**src/rtl/eth_clk_pkg.sv**
```systemverilog
// Shared encodings for the Ethernet transmit-clock generator:
// speed codes, FSM states, default divisors and the speed decoder.
package eth_clk_pkg;

    localparam logic [1:0] SPD_10M   = 2'b00;
    localparam logic [1:0] SPD_100M  = 2'b01;
    localparam logic [1:0] SPD_1000M = 2'b10;

    localparam logic [1:0] ST_IDLE = 2'b00;
    localparam logic [1:0] ST_RUN  = 2'b01;
    localparam logic [1:0] ST_GIG  = 2'b10;

    localparam int DEF_DIV_10M  = 32'd50;
    localparam int DEF_DIV_100M = 32'd5;

    // The reserved code 11 falls back to 10M.
    function automatic logic [1:0] decode_speed(input logic [1:0] spd);
        logic [1:0] dec;
        case (spd)
            SPD_100M:  dec = SPD_100M;
            SPD_1000M: dec = SPD_1000M;
            default:   dec = SPD_10M;
        endcase
        return dec;
    endfunction

endpackage

```
**src/rtl/eth_clk_phase_cnt.sv**
```systemverilog
// Period counter for the generated clocks plus the half-period and
// quarter-period compares that shape the 0 and 90 degree waveforms.
module eth_clk_phase_cnt #(
    parameter int CNT_W = 13
) (
    input  logic             clk,
    input  logic             rst_n,
    input  logic             run,
    input  logic [CNT_W-1:0] div,
    output logic [CNT_W-1:0] cnt,
    output logic             boundary,
    output logic             gen_clk,
    output logic             gen_clk90
);

    logic [CNT_W-1:0] cnt_r;
    logic [CNT_W-1:0] cnt_nxt_s;
    logic [CNT_W-1:0] hi_s;
    logic [CNT_W-1:0] q_s;
    logic [CNT_W-1:0] last_s;
    logic             boundary_s;

    assign hi_s       = div >> 1;
    assign q_s        = div >> 2;
    assign last_s     = div - {{(CNT_W-1){1'b0}}, 1'b1};
    assign boundary_s = (cnt_r == last_s);

    // Next count: wrap at the period end, hold at zero whenever not running.
    always_comb begin
        cnt_nxt_s = {CNT_W{1'b0}};
        if (run && !boundary_s) begin
            cnt_nxt_s = cnt_r + {{(CNT_W-1){1'b0}}, 1'b1};
        end else begin
            cnt_nxt_s = {CNT_W{1'b0}};
        end
    end

    // Period counter register.
    always_ff @(posedge clk or negedge rst_n) begin
        if (!rst_n) begin
            cnt_r <= {CNT_W{1'b0}};
        end else begin
            cnt_r <= cnt_nxt_s;
        end
    end

    assign cnt       = cnt_r;
    assign boundary  = boundary_s;
    assign gen_clk   = run && (cnt_r < hi_s);
    assign gen_clk90 = run && (cnt_r >= q_s) && (cnt_r < (q_s + hi_s));

endmodule

```
**src/rtl/eth_tx_clk_gen.sv**
```systemverilog
// Glitch-free 2.5/25 MHz transmit-clock generator from rx_clk125, with a
// gigabit bypass flag; speed and enable changes apply only at period ends.
module eth_tx_clk_gen
    import eth_clk_pkg::*;
#(
    parameter int DIV_10M  = DEF_DIV_10M,
    parameter int DIV_100M = DEF_DIV_100M,
    parameter int CNT_W    = 13
) (
    input  logic       rx_clk125,
    input  logic       rx_rst_n,
    input  logic       en,
    input  logic [1:0] speed,
    output logic       tx_clk,
    output logic       tx_clk90,
    output logic       gig_bypass,
    output logic       locked
);

    logic [1:0]       state_r;
    logic [1:0]       state_nxt_s;
    logic [1:0]       act_spd_r;
    logic [1:0]       act_spd_nxt_s;
    logic [1:0]       req_spd_s;
    logic [CNT_W-1:0] div_s;
    logic [CNT_W-1:0] cnt_s;
    logic             cnt_zero_s;
    logic             run_s;
    logic             boundary_s;
    logic             gen_clk_s;
    logic             gen_clk90_s;
    logic             tx_clk_r;
    logic             tx_clk90_r;
    logic             gig_bypass_r;
    logic             locked_r;

    assign req_spd_s  = decode_speed(speed);
    assign run_s      = (state_r == ST_RUN);
    assign cnt_zero_s = (cnt_s == {CNT_W{1'b0}});
    assign div_s      = (act_spd_r == SPD_100M) ? CNT_W'(DIV_100M) : CNT_W'(DIV_10M);

    eth_clk_phase_cnt #(
        .CNT_W (CNT_W)
    ) u_phase_cnt (
        .clk       (rx_clk125),
        .rst_n     (rx_rst_n),
        .run       (run_s),
        .div       (div_s),
        .cnt       (cnt_s),
        .boundary  (boundary_s),
        .gen_clk   (gen_clk_s),
        .gen_clk90 (gen_clk90_s)
    );

    // Next-state logic; a new period is only ever started from a cleared counter.
    always_comb begin
        state_nxt_s   = state_r;
        act_spd_nxt_s = act_spd_r;
        case (state_r)
            ST_IDLE: begin
                if (en && cnt_zero_s) begin
                    act_spd_nxt_s = req_spd_s;
                    state_nxt_s   = (req_spd_s == SPD_1000M) ? ST_GIG : ST_RUN;
                end else begin
                    state_nxt_s   = ST_IDLE;
                end
            end
            ST_RUN: begin
                if (boundary_s) begin
                    if (!en) begin
                        state_nxt_s   = ST_IDLE;
                    end else begin
                        act_spd_nxt_s = req_spd_s;
                        state_nxt_s   = (req_spd_s == SPD_1000M) ? ST_GIG : ST_RUN;
                    end
                end else begin
                    state_nxt_s   = ST_RUN;
                end
            end
            ST_GIG: begin
                if (!en) begin
                    state_nxt_s   = ST_IDLE;
                end else if (req_spd_s != act_spd_r) begin
                    act_spd_nxt_s = req_spd_s;
                    state_nxt_s   = ST_RUN;
                end else begin
                    state_nxt_s   = ST_GIG;
                end
            end
            default: begin
                state_nxt_s   = ST_IDLE;
                act_spd_nxt_s = SPD_10M;
            end
        endcase
    end

    // FSM state and latched active speed.
    always_ff @(posedge rx_clk125 or negedge rx_rst_n) begin
        if (!rx_rst_n) begin
            state_r   <= ST_IDLE;
            act_spd_r <= SPD_10M;
        end else begin
            state_r   <= state_nxt_s;
            act_spd_r <= act_spd_nxt_s;
        end
    end

    // Output registers. The bypass flag rises one cycle into GIG and falls on
    // the exit edge, so it only ever moves while both generated clocks are low.
    always_ff @(posedge rx_clk125 or negedge rx_rst_n) begin
        if (!rx_rst_n) begin
            tx_clk_r     <= 1'b0;
            tx_clk90_r   <= 1'b0;
            gig_bypass_r <= 1'b0;
            locked_r     <= 1'b0;
        end else begin
            tx_clk_r     <= gen_clk_s;
            tx_clk90_r   <= gen_clk90_s;
            gig_bypass_r <= (state_r == ST_GIG) && (state_nxt_s == ST_GIG);
            locked_r     <= ((state_r == ST_RUN) || (state_r == ST_GIG)) &&
                            (act_spd_r == req_spd_s) && en;
        end
    end

    assign tx_clk     = tx_clk_r;
    assign tx_clk90   = tx_clk90_r;
    assign gig_bypass = gig_bypass_r;
    assign locked     = locked_r;

endmodule

```
**config.mk**
```make
export PLATFORM = sky130hd
export DESIGN_NAME = eth_tx_clk_gen
export DESIGN_NICKNAME = d
export VERILOG_FILES = /design/src/rtl/eth_clk_pkg.sv /design/src/rtl/eth_clk_phase_cnt.sv /design/src/rtl/eth_tx_clk_gen.sv
export SDC_FILE = /design/constraint.sdc
export NUM_CORES = 1
export LEC_CHECK = 0
export BUFFER_PORTS_ARGS = -buffer_cell sky130_fd_sc_hd__buf_4
export CAP_MARGIN = 20
export CORE_MARGIN = 2
export CORE_UTILIZATION = 30
export CTS_CLUSTER_DIAMETER = 60
export CTS_CLUSTER_SIZE = 30
export DETAILED_ROUTE_END_ITERATION = 12
export GPL_ROUTABILITY_DRIVEN = 0
export SLEW_MARGIN = 40
export SYNTH_ARGS = -nofsm -noshare
export SYNTH_HDL_FRONTEND = slang
export SYNTH_HIERARCHICAL = 1
export SYNTH_SLANG_ARGS = --single-unit
```
**constraint.sdc**
```tcl
create_clock -name rx_clk125 -period 4.75 [get_ports rx_clk125]
set_input_delay 0.2375 -clock rx_clk125 [delete_from_list [all_inputs] [get_ports rx_clk125]]
set_output_delay 0.2375 -clock rx_clk125 [all_outputs]
set_load 0.01 [all_outputs]
```
==> metrics <==
clock sinks=21; final net count=441; total power=1.09 mW; CTS tree=done; setup violators final=0; clock transition at the registers of the reported paths=approximately 0.080 ns; Comb pwr share=0.652; Post-synth top cells=ha_1 (66), inv_1 (26), xor2_1 (25), dfrtp_1 (21); initial DRC count=between 80 and 90; number of fill cells=between 900 and 1000; CP max stage cell=nor4_1; PnR worst setup slack=0.849 ns; status=completed; largest net degree at the start of global routing=22; Synth area leader=ha_1; Clock Latency Late Sink=0.26 ns; sequential share of power=0.240; via count=2301; Sw Ratio=0.465; number of global-route vias before repair=around 2200; Psw=0.509 mW; Slew headroom=0.573; Num CTS Buffers=3; initial core utilization=0.312; WL/cell=about 12 µm; pwr dens=around 330 nW/µm²; internal power=0.585 mW; WP data required=~4.9 ns; Worst setup SP type=flop; ys flop type=dfrtp_1; core area=9280 µm²; Distinct cells, synth=55; Fin Clk Skew=around 0.0015 ns; Worst Hold Margin=about 0.27 ns; layout cells sized above 1=0.0788; Slew Limit Fails=0; die area=10500 µm²; pre-CTS WS=0.970 ns; initial antenna violation count=0; # rows=35; Seq. cell area=526 µm²; ys async rst share=1.00; residual DRC count=0; Max-cap violations=0; setup TNS=0 ns; Remaining Overflow, GRT=0; Tmin final=around 3.9 ns; Total GRT Usage=0.121; Crit Path Class=flop to flop; Pleak=around 1.7 nW; top cells by area, synth=ha_1 (29%), dfrtp_1 (18%), xor2_1 (7.6%); Slew @ Worst Pin=0.638 ns; most frequent cell on the critical path=inv_1; maximum VDD drop=138 µV; drt first pass iters=4; via-per-instance ratio=roughly 4.6; CP endpoint kind=flop; Die Span Y=around 100 µm; CP Buf/Inv Count=2; Post-Synthesis Cell Area=approximately 2900 µm²; DPL Wire Length=slightly below 5 mm; Root Driver=clkbuf_8; sequential area share after synthesis=0.182; ANT cells=0; Longest Clk Path Bufs=2; first-pass GRT wire length=about 10 mm; Arr. time, crit path=4.05 ns; Avg Synthesized Cell Area=9.05 µm²; hold crit path type=primary input to flop; largest fanout on the critical path=12; post-cts repair resize count=0; ANT nets after route=0; CP peak stage delay=approximately 0.57 ns; area occupied by multi-input gates=between 2000 and 2500 µm²; final count of hold timing violations=0; top cell type's share of synthesized area=0.285; RSZ-0062 raised after global routing=no; Die X=between 100 and 150 µm; Post-Syn Instances=320; achievable frequency=~0.26 GHz; drt total wl=just under 6 mm; PortBufs=8; Syn-to-layout area delta=14.1%; crit path cell chain=nand2b_1, inv_1, inv_1, ha_1, nand4_1, a21boi_1, o21ai_0, xnor2_1, nor4_1, o22ai_1, a221oi_4, mux2_1; Synth Register Bits=21; clock share of power=0.108; Final period util=0.821; top-count cell post-synth=ha_1; delay-heaviest family, CP=simple AND/OR/NAND/NOR gates; Yosys Warn Count=6; Top Ports=9; Post-synth EDFFs=0; H-tree depth=1
## metal layers
| layer | vias up | part of all wire | track usage |
|---|---|---|---|
| met4 | 0 | 0.016 | 0.0308 |
| met5 | - | 0 | 0 |
| met3 | 7 | 0.018 | 0.00616 |
| met1 | 1061 | 0.51 | 0.172 |
| li1 | 1210 | - | - |
| met2 | 23 | 0.46 | 0.200 |
## state kept, by name, indices dropped and copies added, names as in the netlist
name / flops
act_spd_r: 2
gig_bypass: 1
locked: 1
state_r: 2
tx_clk: 1
tx_clk90: 1
u_phase_cnt/cnt: 13
## worst reg2reg max path, cell delays in order (launching register included)
cell and delay [ns]:
dfrtp_1 0.42, nand2b_1 0.44, inv_1 0.29, inv_1 0.24
ha_1 0.25, nand4_1 0.17, a21boi_1 0.26, o21ai_0 0.14
xnor2_1 0.19, nor4_1 0.57, o22ai_1 0.23, a221oi_4 0.25
mux2_1 0.35
## per-stage QoR
step / util / cell area, µm² / instances
2_1_floorplan: - / 3030 / 355
3_3_place_gp: 0.349 / 3240 / 491
3_5_place_dp: 0.350 / 3250 / 492
4_1_cts: 0.356 / 3300 / 497
5_1_grt: 0.356 / 3300 / 497
6_report: 0.356 / 3300 / 497
## placed cells by master, fill, tap and decap left out, types with 7 or more instances in the layout
master    count
inv_1        26
conb_1       36
nor2_1       15
a21oi_1      13
nand2_1      17
o21ai_0      14
a21o_1        7
xor2_1       25
dfrtp_1      21
ha_1         66
xnor2_1      17
buf_4         8
nand2b_1      9
nand3_1       8
nor2_2       10
## power by group through the flow
stage / registers, mW / logic, mW / clock network (mW)
floorplan: 0.252 / 0.564 / 0
global placement: 0.264 / 0.682 / 0
detailed placement: 0.266 / 0.701 / 0
CTS: 0.262 / 0.704 / 0.121
global route: 0.271 / 0.812 / 0.129
finish: 0.263 / 0.714 / 0.118
## timing repair
item | CTS | global route
hold buffers | 1 | 0
endpoints found under the hold margin | 21 | 0
setup buffers | 0 | 0
setup endpoints to repair | 0 | 0
## final timing paths
| kind | start | endpoint | slack (ns) | depth (start not counted) |
|---|---|---|---|---|
| setup / recovery | act_spd_r[1]$_DFFE_PN0P_ | act_spd_r[1]$_DFFE_PN0P_ | 0.85 | 12 |
| hold / removal | en | locked$_DFF_PN0_ | 0.27 | 2 |
| setup reg to reg | act_spd_r[1]$_DFFE_PN0P_ | act_spd_r[1]$_DFFE_PN0P_ | 0.85 | 12 |
| hold reg to reg | act_spd_r[0]$_DFFE_PN0P_ | act_spd_r[0]$_DFFE_PN0P_ | 0.59 | 2 |
| max in group asynchronous | rx_rst_n | tx_clk$_DFF_PN0_ | 4.15 | 2 |
| min in group asynchronous | rx_rst_n | locked$_DFF_PN0_ | 0.39 | 2 |
## area by class of cell
cell class,instances,share of cell area
clock buffers,3,0.0125
repair buffers,10,0.0246
inverters,26,0.0295
flip-flops and latches,21,0.159
multi-input cells,307,0.724
clock inverters,1,0.00151
well taps,129,0.0488
## cell families (layout without fill, tap and decap cells)
kind of cell / count (synthesis) / in the layout / share of synthesized area
AND/OR/NAND/NOR: 93 / 93 / 0.182
flip-flops: 21 / 21 / 0.182
multiplexers: 3 / 3 / 0.0108
buffers and inverters: 27 / 40 / 0.0376
AO/OA/AOI/OAI: 66 / 66 / 0.168
XOR/XNOR: 42 / 42 / 0.127
adder cells (fa/ha/maj): 67 / 67 / 0.292
other: 1 / 36 / 0.00130
(Power assumes the default switching activity.)
